[src/rtl/arf124b256e1r1w0cbbehcaa4acw_pkg.sv]
// arf124b256e1r1w0cbbehcaa4acw_pkg: shared geometry and types for the 256x124 1R1W register-file port controller.
package arf124b256e1r1w0cbbehcaa4acw_pkg;
  localparam int ARF_DW = 124;
  localparam int ARF_AW = 8;
  localparam int ARF_DEPTH = 256;
  typedef enum logic {INIT, RUN} state_t;
  typedef logic [ARF_AW-1:0] adr_t;
  typedef logic [ARF_DW-1:0] dat_t;
endpackage

[src/rtl/arf124b256e1r1w0cbbehcaa4acw_clk_and.sv]
// arf124b256e1r1w0cbbehcaa4acw_clk_and: map-layer clock-gate cell; enable is latched while clk is low.
module arf124b256e1r1w0cbbehcaa4acw_clk_and (
  input  logic clk,
  input  logic en,
  output logic gclk
);
  logic en_l;
  always_latch if (!clk) en_l = en;
  assign gclk = clk & en_l;
endmodule

[src/rtl/arf124b256e1r1w0cbbehcaa4acw_port_ctl.sv]
// arf124b256e1r1w0cbbehcaa4acw_port_ctl: write staging, clear sweep and read issue for the 256x124 1R1W array.
// Define ARF124B256E1R1W0CBBEHCAA4ACW_RAW_BYPASS_EN to forward in-flight write data to colliding reads.
module arf124b256e1r1w0cbbehcaa4acw_port_ctl
  import arf124b256e1r1w0cbbehcaa4acw_pkg::*;
#(
  parameter int DW = ARF_DW,
  parameter int AW = ARF_AW,
  parameter logic [DW-1:0] INIT_VAL = '0
) (
  input  logic          clk,
  input  logic          rstb,
  input  logic          wr_vld,
  output logic          wr_rdy,
  input  logic [AW-1:0] wr_adr,
  input  logic [DW-1:0] wr_dat,
  input  logic          rd_en,
  input  logic [AW-1:0] rd_adr,
  output logic          rd_vld,
  output logic [DW-1:0] rd_dat,
  input  logic          init_req,
  output logic          init_done,
  output logic          arr_wen,
  output logic [AW-1:0] arr_wadr,
  output logic [DW-1:0] arr_wdat,
  output logic          arr_wclk,
  output logic          arr_ren,
  output logic [AW-1:0] arr_radr,
  input  logic [DW-1:0] arr_rdat
);
  state_t state, state_nx;
  logic [AW-1:0] cnt, cnt_nx, wadr_nx;
  logic [DW-1:0] wdat_nx;
  logic last, last_nx, wen_nx, run, wr_acc;
  assign run = state == RUN;
  assign wr_rdy = run;
  assign init_done = run;
  assign wr_acc = wr_vld & run;
  assign arr_ren = rd_en & run;
  assign arr_radr = run ? rd_adr : '0;
  // last marks the cycle after entry 255 was issued; the FSM leaves INIT only then
  always_comb begin
    state_nx = run ? (init_req ? INIT : RUN) : (last ? RUN : INIT);
    cnt_nx = run ? (init_req ? '0 : cnt) : (last ? cnt : cnt + 1'b1);
    last_nx = !run && !last && cnt == '1;
    wen_nx = run ? wr_acc : !last;
    wadr_nx = run ? (wr_acc ? wr_adr : arr_wadr) : cnt;
    wdat_nx = run ? (wr_acc ? wr_dat : arr_wdat) : INIT_VAL;
  end
  always_ff @(posedge clk or negedge rstb) begin
    if (!rstb) begin
      state <= INIT;
      cnt <= '0;
      last <= 1'b0;
      arr_wen <= 1'b0;
      arr_wadr <= '0;
      arr_wdat <= '0;
      rd_vld <= 1'b0;
    end else begin
      state <= state_nx;
      cnt <= cnt_nx;
      last <= last_nx;
      arr_wen <= wen_nx;
      arr_wadr <= wadr_nx;
      arr_wdat <= wdat_nx;
      rd_vld <= arr_ren;
    end
  end
`ifdef ARF124B256E1R1W0CBBEHCAA4ACW_RAW_BYPASS_EN
  logic byp;
  logic [DW-1:0] byp_dat;
  always_ff @(posedge clk or negedge rstb) begin
    if (!rstb) begin
      byp <= 1'b0;
      byp_dat <= '0;
    end else begin
      byp <= arr_ren & arr_wen & (rd_adr == arr_wadr);
      if (arr_ren & arr_wen & (rd_adr == arr_wadr)) byp_dat <= arr_wdat;
    end
  end
  assign rd_dat = !rd_vld ? '0 : byp ? byp_dat : arr_rdat;
`else
  assign rd_dat = rd_vld ? arr_rdat : '0;
`endif
  arf124b256e1r1w0cbbehcaa4acw_clk_and u_cg (
    .clk (clk),
    .en  (arr_wen),
    .gclk(arr_wclk)
  );
endmodule

[config.mk]
export PLATFORM = sky130hd
export DESIGN_NAME = arf124b256e1r1w0cbbehcaa4acw_port_ctl
export DESIGN_NICKNAME = d
export VERILOG_FILES = /design/src/rtl/arf124b256e1r1w0cbbehcaa4acw_pkg.sv /design/src/rtl/arf124b256e1r1w0cbbehcaa4acw_clk_and.sv /design/src/rtl/arf124b256e1r1w0cbbehcaa4acw_port_ctl.sv
export SDC_FILE = /design/constraint.sdc
export NUM_CORES = 1
export LEC_CHECK = 0
export ABC_AREA = 1
export CORE_AREA = 10 10 201 203
export CTS_BUF_LIST = sky130_fd_sc_hd__clkbuf_4
export DETAILED_ROUTE_END_ITERATION = 7
export DIE_AREA = 0 0 211 213
export GPL_TIMING_DRIVEN = 1
export PLACE_DENSITY = 0.56
export SYNTH_ARGS = -nofsm -noshare
export SYNTH_HDL_FRONTEND = slang
export SYNTH_SLANG_ARGS = --single-unit
export TNS_END_PERCENT = 10
[constraint.sdc]
create_clock -name clk -period 3.04 [get_ports clk]
set_clock_uncertainty 0.2 [all_clocks]
set_input_delay 0.608 -clock clk [delete_from_list [all_inputs] [get_ports clk]]
set_output_delay 0.608 -clock clk [all_outputs]
set_load 0.01 [all_outputs]
==> impl_metrics.py, run 1 <==
metrics = {
    "layout": {
        "fin_util_pct": 34.94,
        "mostFrequentLayoutCells": "425 x clkdlybuf4s50_1, 173 x nand2_1, 143 x inv_1",
        "drive_gt1_share_pct": 5.337,
        "nets": 1475,
        "final_common_cell": "clkdlybuf4s50_1",
        "syn_to_final_growth_pct": 98.53,
        "n_fill_cell": 3785,
    },
    "placement": {
        "port_buffers": 538,
        "place_hpwl_um": 29740,
        "gp_congestion": 0.8721,
    },
    "worst_setup_path": {
        "cp_num_cells": 3,
        "startpoint_type": "latch",
        "worstSetupPathType": "latch to output pin",
        "crit_path_top_delay_cell": "dlxtn_1",
        "critPathBufInv": 2,
        "reg2regPathDepth": 0,
        "required_ps": 2230,
        "rrSetupSlack_ps": 840,
        "r2r-start": "arr_wen",
        "reg2reg_to": "u_cg.en_l",
        "cpPeakStageDelay_ps": 410,
        "cp_cell_sequence": "nand2_1 > inv_1 > buf_6",
        "critical_path.top_delay_family": "latches",
        "end_kind": "output pin",
        "crit_path_start": "u_cg.en_l",
        "crit_path_max_fanout": 1,
        "cp.arrival_ps": 2740,
        "timing.critical_path.to": "arr_wclk",
    },
    "die": {
        "die_y_um": 213,
        "pin_count": 539,
        "die_area_um2": 44940,
        "rows": 70,
        "core_um2": 36260,
        "die_x_um": 211,
        "start_util_pct": 17.60,
    },
    "drt": {
        "vias": 6899,
        "drc": 0,
        "dr_wl_met3_um": 3137,
        "first_pass_iters": 5,
        "wl_um": 36610,
        "drt_iter0_markers": 395,
        "top_layer_used": "met4",
        "drt-wirelength-per-cell_um": 21.65,
        "met2_length_um": 19620,
        "via_per_inst": 4.080,
        "wl_met1_um": 13350,
        "ant_nets": 0,
    },
    "power": {
        "p_per_area_nw_per_um2": 359.3,
        "ir_worst_vdd_mv": 0.2154,
        "power_leakage_nw": 7.077,
    },
    "timing": {
        "setup_tns_ps": -509.3,
        "drv_slew": 0,
        "finalHoldViolations": 0,
        "setup_ws_ps": -509.3,
        "slew_headroom_pct": 64.59,
        "finalSetupViolCount": 2,
        "rsz0062_at_grt": "true",
        "tightest_slew_ps": 531.2,
    },
    "yosys": {
        "synth_area_per_cell_um2": 9.553,
        "yosys.area.top_type": "dfrtp_1",
        "synth_top_area_share_pct": 56.47,
        "syn-num-nets": 938,
        "ys_types": 23,
        "yosys_register_bits": 145,
        "ys_top_cells_by_area": "dfrtp_1 56%, a22o_1 17%, nand2_1 10%",
        "synth_cells": 668,
        "syn_area_um2": 6381,
        "yosysWarnings": 0,
    },
    "run_status": {
        "status": "complete, but fails checks",
        "violations": "setup timing",
    },
    "grt": {
        "grt_remaining_overflow": 0,
        "grt_pass1_wl_um": 51050,
        "grt_usage_pct": 15.48,
        "grt_pass1_vias": 7190,
        "grt_max_degree": 56,
        "antenna_found_initial": 7,
    },
    "run": {
        "drv_cap": 0,
    },
    "cts": {
        "insertion_delay_ps": 670,
        "clk_pin_slew_ps": 160,
        "cts_tree": "yes",
    },
    "hold_path": {
        "worst_hold_path_type": "primary input to async pin",
    },
}
-- routing by layer --
layer,vias to the layer above,track usage [%]
li1,3208,-
met1,3346,16.55
met2,312,28.25
met3,33,5.645
met4,0,3.821
met5,-,0
-- how the worst min path moves through the flow --
stage / startpoint / end / slack (ps) / depth (start not counted)
after floorplan: rstb / arr_wadr[0] / 110 / 0
final: rstb / arr_wdat[71] / 230 / 2
after detailed placement: arr_wadr[6] / arr_wadr[6] / 270 / 2
after CTS: rstb / arr_wdat[71] / 160 / 2
after global routing: rstb / arr_wdat[79] / 190 / 2
after global placement: arr_wadr[6] / arr_wadr[6] / 260 / 2
-- kinds of logic (layout without fill, tap and decap cells) --
kind of cell	count (synthesis)	in the layout	share of synthesized area [%]
other cells	0	5	0
compound gates	137	137	18.25
fa+ha+maj	1	1	0.1960
latches	1	1	0.2352
flops	144	144	56.47
simple gates	194	194	11.78
buf+inv	191	741	13.06
-- cells in the mapped netlist --
master,n
buf_6,10
a22o_1,125
nand2_2,1
dfrtp_1,144
nor3_1,1
o21ai_1,1
nor2_4,1
buf_2,25
nand3_1,8
inv_1,143
inv_2,2
nand4_1,1
a21oi_1,2
clkbuf_1,8
o31ai_1,1
buf_4,2
ha_1,1
o211ai_1,3
dlxtn_1,1
o21ai_0,5
inv_4,1
nor2_1,9
nand2_1,173
-- metrics by stage --
step	hold WS (ps)	cell area (um2)	power, W	worst slack, ps	instances
2_1_floorplan	112.4	6381	0.002419	223.6	668
3_3_place_gp	264.3	12290	0.003236	-272.9	1646
3_5_place_dp	272.1	12290	0.003240	-246.8	1646
4_1_cts	163.8	12590	0.004658	-601.8	1686
5_1_grt	191.7	12660	0.004799	-609.8	1688
6_report	231.5	12670	0.004552	-509.3	1691
-- report_power, final --
part	internal (W)	switching [W]
clock network	0.000512	0.000896
logic	0.000628	0.000437
registers	0.00201	0.0000655
total	0.00315	0.00140
-- repair_timing --
| item | 4_1_cts | 5_1_grt |
|---|---|---|
| resized for setup | 95 | 26 |
| gates cloned | 1 | 0 |
| hold endpoints to repair | 51 | 0 |
| buffers inserted | 3 | 0 |
| hold buffers | 1 | 0 |
| setup endpoints to repair | 121 | 33 |
-- registers in the layout (all words and copies together) (netlist names) --
register,flops
last,1
u_cg.en_l,1
cnt,8
arr_wadr,8
init_done,1
arr_wen,1
rd_vld,1
arr_wdat,124
-- layout make-up --
type	instances	area, um2	share of cell area [%]
inverters	145	549.3	4.336
flip-flops and latches	145	3623	28.60
clock inverters	16	168.9	1.333
well taps	468	585.6	4.622
diodes	5	12.51	0.09877
multi-input cells	332	1929	15.23
repair buffers	559	5638	44.50
clock buffers	21	161.4	1.274
Power figures use the tool's default switching activity.
==> run 2, diff against run 1 <==
- CTS_CLUSTER_DIAMETER: unset -> 150
==> results of run 2 <==
The final DEF is identical to that of run 1; final timing and power are the same.
==> run 3, diff against run 2 <==
- CORE_AREA: 10 10 201 203 -> 10 10 199 201
- DIE_AREA: 0 0 211 213 -> 0 0 209 211
- PLACE_DENSITY: 0.56 -> 0.57
- SYNTH_HIERARCHICAL: unset -> 1
- clock period: 3.04 -> 4 ns (I/O delays scaled with it)
==> impl_metrics.py, run 3 <==
metrics = {
    "cts": {
        "clk_pin_slew_ps": 150,
        "cts_tree": "yes",
        "insertion_delay_ps": 680,
    },
    "grt": {
        "grt_pass1_wl_um": 49970,
        "grt_max_degree": 81,
        "grt_usage_pct": 15.19,
        "grt_remaining_overflow": 0,
        "grt_pass1_vias": 6975,
        "antenna_found_initial": 10,
    },
    "worst_setup_path": {
        "cp_cell_sequence": "nand2_1 > inv_1 > buf_2",
        "rrSetupSlack_ps": 1300,
        "cpPeakStageDelay_ps": 420,
        "critical_path.top_delay_family": "latches",
        "reg2reg_to": "u_cg/en_l",
        "critPathBufInv": 2,
        "reg2regPathDepth": 0,
        "r2r-start": "arr_wen",
        "startpoint_type": "latch",
        "crit_path_top_delay_cell": "dlxtn_1",
        "cp.arrival_ps": 3230,
        "required_ps": 3000,
        "end_kind": "output pin",
        "worstSetupPathType": "latch to output pin",
        "crit_path_max_fanout": 1,
    },
    "timing": {
        "finalSetupViolCount": 2,
        "slew_headroom_pct": 38.21,
        "setup_ws_ps": -234.6,
        "finalHoldViolations": 0,
        "tightest_slew_ps": 926.9,
        "rsz0062_at_grt": "true",
        "drv_slew": 0,
    },
    "placement": {
        "dp_slack_ps": 42.02,
        "port_buffers": 538,
        "placed_area_um2": 12200,
        "place_hpwl_um": 28530,
        "gp_congestion": 0.8548,
        "placed_cells": 1632,
    },
    "yosys": {
        "syn_area_um2": 6399,
        "synth_mux_area_share_pct": 0,
        "yosysWarnings": 6,
        "ys_top_cells_by_area": "dfrtp_1 56%, a22o_1 17%, nand2_1 10%",
        "synthTopCellsByCount": "173 x nand2_1, 144 x dfrtp_1, 142 x inv_1",
        "synth-simple-area-share_pct": 11.93,
        "yosys.area.top_type": "dfrtp_1",
        "synth_compound_area_share_pct": 18.28,
        "synth_top_area_share_pct": 56.32,
        "ys_types": 21,
        "synthAdderAreaFrac_pct": 0.1955,
        "synth-main-ff-cell": "dfrtp_1",
        "synth_cells": 670,
        "synth_top_family_by_area": "compound AO/OA/AOI/OAI gates",
        "synth_edf_count": 0,
        "syn-num-nets": 940,
        "async_flop_share_pct": 99.31,
        "yosys_register_bits": 145,
        "synth_area_per_cell_um2": 9.550,
        "synth_xor_area_share_pct": 0,
        "synth.most_common_cell": "nand2_1",
    },
    "layout": {
        "syn_to_final_growth_pct": 95.72,
        "final_area_um2": 12520,
        "nets": 1464,
        "reg.largest.list": "arr_wdat: 124 flops, arr_wadr: 8 flops, cnt: 8 flops",
        "mostFrequentLayoutCells": "536 x clkdlybuf4s50_1, 173 x nand2_1, 143 x dfrtp_1",
        "largest-register": "arr_wdat",
        "final_common_cell": "clkdlybuf4s50_1",
        "largest_register_ffs": 124,
        "drive_gt1_share_pct": 4.308,
        "fin_cells": 1671,
        "fin_util_pct": 35.38,
    },
    "hold_path": {
        "min-delay-start": "arr_wadr[1]",
        "worst_hold_path_type": "flip-flop to flip-flop",
        "hold_end": "arr_wadr[1]",
        "hold-path-cell-count": 2,
    },
    "power": {
        "swShare_pct": 31.48,
        "power_leakage_nw": 6.155,
        "pwr-share-seq_pct": 46.0,
        "p_comb_share_pct": 24.4,
        "p_int_w": 0.002459,
        "ir_worst_vdd_mv": 0.1705,
        "finalPower_w": 0.003588,
        "clock_power_share_pct": 29.6,
        "p_per_area_nw_per_um2": 286.5,
        "p_sw_w": 0.001129,
    },
    "drt": {
        "wl_um": 35240,
        "ant_nets": 0,
        "via_per_inst": 4.028,
        "drt_iter0_markers": 532,
        "first_pass_iters": 4,
        "drc": 0,
        "drt-wirelength-per-cell_um": 21.09,
        "vias": 6730,
    },
    "die": {
        "die_area_um2": 44100,
        "start_util_pct": 18.08,
        "die_y_um": 211,
        "core_um2": 35400,
        "pin_count": 539,
        "rows": 69,
        "die_x_um": 209,
    },
    "run_status": {
        "status": "complete, but fails checks",
        "violations": "setup timing",
    },
    "run": {
        "drv_cap": 0,
    },
}
run 3: worst max-delay path by stage:
stage	from	to	slack (ps)	cells after the start
after floorplan	u_cg/en_l	arr_wclk	510	2
after global placement	u_cg/en_l	arr_wclk	20	3
after detailed placement	u_cg/en_l	arr_wclk	40	3
after CTS	u_cg/en_l	arr_wclk	-330	3
after global routing	u_cg/en_l	arr_wclk	-350	3
final	u_cg/en_l	arr_wclk	-230	3
run 3: final cells by class:
cell class,count,area [um2]
Antenna cell,3,7.507
Clock buffer,21,155.1
Timing Repair Buffer,547,5504
Tap cell,461,576.8
Fill cell,3573,22870
Multi-Input combinational cell,334,1946
Clock inverter,16,166.4
Sequential cell,145,3622
Inverter,144,545.5
run 3: kinds of logic after synthesis:
kind of cell | Yosys count
AND/OR/NAND/NOR | 196
flip-flops | 144
buffers and inverters | 191
latches | 1
adder cells (fa/ha/maj) | 1
AO/OA/AOI/OAI | 137
run 3: power groups by stage:
| stage | registers (W) | clock network (W) | logic [W] |
|---|---|---|---|
| after CTS | 0.00165 | 0.00113 | 0.000893 |
| final | 0.00165 | 0.00106 | 0.000875 |
| after detailed placement | 0.00168 | 0.0000305 | 0.000889 |
| after global routing | 0.00167 | 0.00118 | 0.000946 |
| after floorplan | 0.00168 | 0.0000130 | 0.000268 |
| after global placement | 0.00167 | 0.0000305 | 0.000880 |
run 3: repair_timing:
action | in CTS | in global routing
endpoints found under the hold margin | 52 | 0
setup endpoints to repair | 2 | 2
hold buffers | 1 | 0
buffers inserted | 0 | 0
gates resized for setup | 4 | 0
run 3: through the flow:
step / hold slack, ps / setup TNS, ps
floorplan: 302.3 / 0
global placement: 266.8 / 0
detailed placement: 267.9 / 0
CTS: 303.9 / -328.6
global route: 326.7 / -350.6
finish: 298.5 / -234.6
run 3: routing by layer:
metal,vias up,part of all wire [%],GRT usage [%]
li1,3191,-,-
met1,3209,38,16.71
met2,299,53,27.38
met3,29,7.7,5.101
met4,2,1.4,4.044
met5,-,0.037,0
